$ cat src/rtl/usb_buffer_pkg.sv
// Shared sizing constants for the USB data buffer and its storage array.
package usb_buffer_pkg;

  localparam int DEPTH_DEF = 64;
  localparam int OCC_W_DEF = 7;
  localparam int PTR_W     = $clog2(DEPTH_DEF);

endpackage

$ cat src/rtl/usb_buffer_mem.sv
// DEPTH x 8 register file: one synchronous write port, one asynchronous read port.
module usb_buffer_mem
  import usb_buffer_pkg::*;
#(
  parameter int DEPTH = DEPTH_DEF,
  parameter int AW    = PTR_W
) (
  input  logic          clk,
  input  logic          i_we,
  input  logic [AW-1:0] i_waddr,
  input  logic [7:0]    i_wdata,
  input  logic [AW-1:0] i_raddr,
  output logic [7:0]    o_rdata
);

  // Contents are never initialised; the FIFO control masks stale entries.
  logic [7:0] r_mem [DEPTH];

  always_ff @(posedge clk) begin
    if (i_we) begin
      r_mem[i_waddr] <= i_wdata;
    end
  end

  assign o_rdata = r_mem[i_raddr];

endmodule

$ cat src/rtl/usb_data_buffer.sv
// Single circular byte FIFO shared between the AHB side and the USB RX/TX sides,
// with show-ahead head output, occupancy count and overflow/underflow pulses.
module usb_data_buffer
  import usb_buffer_pkg::*;
#(
  parameter int DEPTH = DEPTH_DEF,
  parameter int OCC_W = OCC_W_DEF
) (
  input  logic             clk,
  input  logic             n_rst,
  input  logic             clear,
  input  logic             store_tx_data,
  input  logic [7:0]       tx_data,
  input  logic             get_rx_data,
  output logic [7:0]       rx_data,
  input  logic             store_rx_packet_data,
  input  logic [7:0]       rx_packet_data,
  input  logic             get_tx_packet_data,
  output logic [7:0]       tx_packet_data,
  output logic [OCC_W-1:0] buffer_occupancy,
  output logic             overflow,
  output logic             underflow
);

  localparam int AW = $clog2(DEPTH);

  logic [AW-1:0]    r_wptr;
  logic [AW-1:0]    r_rptr;
  logic [OCC_W-1:0] r_occ;
  logic             r_overflow;
  logic             r_underflow;

  logic             w_push;
  logic             w_pop;
  logic [7:0]       w_wdata;
  logic             w_empty;
  logic             w_full;
  logic             w_push_ok;
  logic             w_pop_ok;
  logic             w_we;
  logic [7:0]       w_rdata;
  logic [7:0]       w_head;

  // Strobes carry no ready: a pop is accepted whenever the FIFO is non-empty, a
  // push whenever it is not full or a pop is accepted on the same edge. A strobe
  // that is not accepted is dropped and pulses overflow/underflow the next cycle.
  assign w_push    = store_rx_packet_data | store_tx_data;
  assign w_wdata   = store_rx_packet_data ? rx_packet_data : tx_data;
  assign w_pop     = get_rx_data | get_tx_packet_data;
  assign w_empty   = (r_occ == '0);
  assign w_full    = (r_occ == OCC_W'(DEPTH));
  assign w_pop_ok  = w_pop & ~w_empty;
  assign w_push_ok = w_push & (~w_full | w_pop_ok);
  assign w_we      = w_push_ok & ~clear & n_rst;

  usb_buffer_mem #(
    .DEPTH (DEPTH),
    .AW    (AW)
  ) u_mem (
    .clk     (clk),
    .i_we    (w_we),
    .i_waddr (r_wptr),
    .i_wdata (w_wdata),
    .i_raddr (r_rptr),
    .o_rdata (w_rdata)
  );

  always_ff @(posedge clk) begin
    if (!n_rst || clear) begin
      r_wptr      <= '0;
      r_rptr      <= '0;
      r_occ       <= '0;
      r_overflow  <= 1'b0;
      r_underflow <= 1'b0;
    end else begin
      if (w_push_ok) r_wptr <= r_wptr + 1'b1;
      if (w_pop_ok)  r_rptr <= r_rptr + 1'b1;
      if (w_push_ok && !w_pop_ok)      r_occ <= r_occ + 1'b1;
      else if (w_pop_ok && !w_push_ok) r_occ <= r_occ - 1'b1;
      r_overflow  <= w_push & ~w_push_ok;
      r_underflow <= w_pop & ~w_pop_ok;
    end
  end

  // Empty FIFO presents zero rather than whatever stale byte sits at rptr.
  assign w_head           = w_empty ? 8'h00 : w_rdata;
  assign rx_data          = w_head;
  assign tx_packet_data   = w_head;
  assign buffer_occupancy = r_occ;
  assign overflow         = r_overflow;
  assign underflow        = r_underflow;

endmodule

$ cat config.mk
export PLATFORM = sky130hd
export DESIGN_NAME = usb_data_buffer
export DESIGN_NICKNAME = d
export VERILOG_FILES = /design/src/rtl/usb_buffer_pkg.sv /design/src/rtl/usb_buffer_mem.sv /design/src/rtl/usb_data_buffer.sv
export SDC_FILE = /design/constraint.sdc
export NUM_CORES = 1
export LEC_CHECK = 0
export CORE_MARGIN = 4
export CORE_UTILIZATION = 55
export DETAILED_ROUTE_END_ITERATION = 12
export GPL_ROUTABILITY_DRIVEN = 1
export PLACE_DENSITY = 0.75
export SYNTH_ARGS = -nofsm -noshare
export SYNTH_HDL_FRONTEND = slang
export SYNTH_SLANG_ARGS = --single-unit
export TNS_END_PERCENT = 10
$ cat constraint.sdc
create_clock -name clk -period 3.5 [get_ports clk]
set_input_delay 0.525 -clock clk [delete_from_list [all_inputs] [get_ports clk]]
set_output_delay 0.525 -clock clk [all_outputs]
set_load 0.05 [all_outputs]
==> impl_metrics.toml <==
[outcome]
status = "complete, but fails checks"
violations = "negative setup slack"

[die]
start_util_pct = 56.07
coreArea_mm2 = 0.03793
dieArea_mm2 = 0.04188
dieWidth_um = 204.7
fp-row-count = 71
dieHeight_um = 204.7
ios = 48

[synth]
synth_top_area_cell = "edfxtp_1"
synth_seq_area_share_pct = 74.82
dominantRegCellSynth = "edfxtp_1"
synth_top_cell_area_share_pct = 72.28
synth-async-reset-ratio_pct = 0
syn-num-nets = 1092
ys_seq_elements = 539
synth_area_leaders = "edfxtp_1 (72%), mux4_2 (14%), dfxtp_1 (2.5%), nor2_1 (1.6%), mux2i_1 (0.75%)"
ys_warn_count = 0
ys_types = 56
synth.avg_cell_area_um2 = 20.09
synthCells = 1059
syn_area_mm2 = 0.02127
synth_edf_count = 512

[job]
cap_violations = 0

[timing]
rsz0062_at_grt = "yes"
setup_tns_ns = -0.3952
max_slew_margin_pct = 10.36
fin_crit_ns = 3.604
max_freq_mhz = 277.5
finClkSkew_ns = 0.01814
timing.final.crit_share_pct = 103.0
fin_ws_ns = -0.1040
worstMarginPinSlew_ns = 1.345
whs_ns = 0.5177
finalHoldViolCount = 0
setup_violations = 6
drv_slew = 0

[clocking]
cts_tree = "built"
clock_latency_ns = 0.59
cts.sinks = 539
ctsLongestPathBuffers = 3
cts.clk_slew.worst_paths_ns = 0.06
numCtsBuffers = 52
root_buffer = "clkbuf_16"
cts_htree_levels = 2

[cells_and_area]
fin_area_mm2 = 0.02503
fillers = 2381
fin_nets = 1238
insertedDiodeCount = 0
stdcell_count = 1754
final_util_pct = 65.99
syn_to_final_growth_pct = 17.68
layout-drive-gt1-share_pct = 30.41

[route]
antenna_left = 0
num_vias = 11034
firstDrtPassIters = 5
top_layer = "met5"
met3_length_um = 4491
drt_iter0_markers = 1334
wl_per_cell_um = 27.62
drt_wl_total_um = 48450
via_per_inst = 6.291
drt-met1-wl_um = 18330
dr_wl_met2_um = 23850
drc_errors = 0

[global_routing]
grt_antenna_before_repair = 1
grt_pass1_wl_um = 71790
grt_pass1_vias = 11209
grt-ovfl-total = 0
grt_max_degree = 65
track_usage_pct = 23.43

[critical_path]
cp-start-kind = "register"
path_max_fanout = 8
cp.required_ns = 2.97
critPathKind = "reg -> out"
r2r_setup_slack_ns = 0.44
crit_arrival_ns = 3.08
endpoint_kind = "primary output"

[placed_design]
placedCellCount = 1643
hpwl_um = 28900
port_buffers = 47
gp_congestion = 0.8965
placed_area_mm2 = 0.02293
place_ws_ns = 0.3183

[power_and_ir_drop]
p_per_area_mw_per_mm2 = 714.0
power.leakage_nw = 7.880
power_mw = 17.87
vdd_drop_max_v = 0.0008590

[worst_hold_path]
min_path_type = "reg -> reg"
## what timing repair did
| action | CTS | global route |
|---|---|---|
| hold buffers | 0 | 0 |
| pin swaps | 6 | 8 |
| endpoints found under the hold margin | 0 | 0 |
| resized for setup | 32 | 17 |
| cloned | 2 | 2 |
| setup buffers | 3 | 13 |
| endpoints found under the setup margin | 16 | 14 |
## logic make-up after synthesis
logic type	Yosys count	share of synthesized area, %
flip-flops	539	74.82
AND/OR/NAND/NOR	176	3.782
multiplexers	158	15.05
AO/OA/AOI/OAI	95	3.394
buffers and inverters	69	1.835
XOR/XNOR	12	0.4942
adder cells (fa/ha/maj)	10	0.6235
## cells in the mapped netlist (all sizes together), types with 3 or more instances
cell type,instances
a211oi,3
a21oi,12
a221oi,9
a22o,9
a22oi,10
a31oi,3
and3,4
buf,44
clkbuf,17
dfxtp,27
edfxtp,512
ha,9
inv,8
mux2,14
mux2i,16
mux4,128
nand2,27
nand2b,3
nand3,10
nand3b,4
nand4,5
nor2,91
nor2b,10
nor3,7
nor4,3
o211ai,4
o21ai,9
o221ai,10
o22ai,11
or2,3
xnor2,3
xor2,9
## where the power goes
part	total [mW]	switching [mW]	leakage, nW	internal, mW
registers	7.27	0.0943	4.82	7.17
logic	5.25	2.84	2.27	2.41
clock network	5.35	2.27	0.784	3.08
## registers in the layout, indices dropped and copies added, names as in the netlist, named ones only
name	count
overflow	1
underflow	1
buffer_occupancy	7
u_mem.r_mem	512
r_rptr	6
r_wptr	6
## per-layer routing
metal,up-vias,global-route usage (%)
met5,-,0
met1,5661,31.78
met4,2,9.308
met3,119,5.667
li1,4647,-
met2,605,37.38
## worst max-delay path: stages (launching register included)
cell and delay, ns:
dfxtp_4 0.48, buf_16 0.18, buf_8 0.16, mux4_2 0.51
o22ai_1 0.25, o21ai_2 0.12, o211ai_1 0.26, o221ai_2 0.29
buf_12 0.22
## final cells by class
cell class	count	area, um^2	share of cell area, %
Clock inverter	25	225.2	0.8998
Clock buffer	67	1389	5.549
Inverter	8	30.03	0.1200
Sequential cell	539	15930	63.63
Timing Repair Buffer	153	1635	6.533
Multi-Input combinational cell	451	5185	20.71
Tap cell	511	639.4	2.554
## cell usage in the layout, fill, tap and decap left out, types with 9 or more instances in the layout
cell type	count
edfxtp_1	512
mux4_2	128
nor2_1	91
buf_4	90
clkbuf_16	55
clkdlybuf4s50_1	31
nand2_1	27
dfxtp_1	24
buf_12	22
clkbuf_1	13
mux2_2	12
a21oi_1	10
nand3_1	10
nor2b_1	10
o22ai_1	10
clkinv_1	10
mux2i_1	9
a22o_1	9
a221oi_2	9
xor2_1	9
ha_1	9
## final timing paths
path | start | to | depth (start not counted)
min reg2reg | buffer_occupancy[3]$_SDFFE_PP0P_ | buffer_occupancy[3]$_SDFFE_PP0P_ | 2
min | buffer_occupancy[3]$_SDFFE_PP0P_ | buffer_occupancy[3]$_SDFFE_PP0P_ | 2
max reg2reg | buffer_occupancy[2]$_SDFFE_PP0P_ | buffer_occupancy[5]$_SDFFE_PP0P_ | 11
max | register | tx_packet_data[3] | 8
Note: power is estimated with default switching activity, not from simulation.
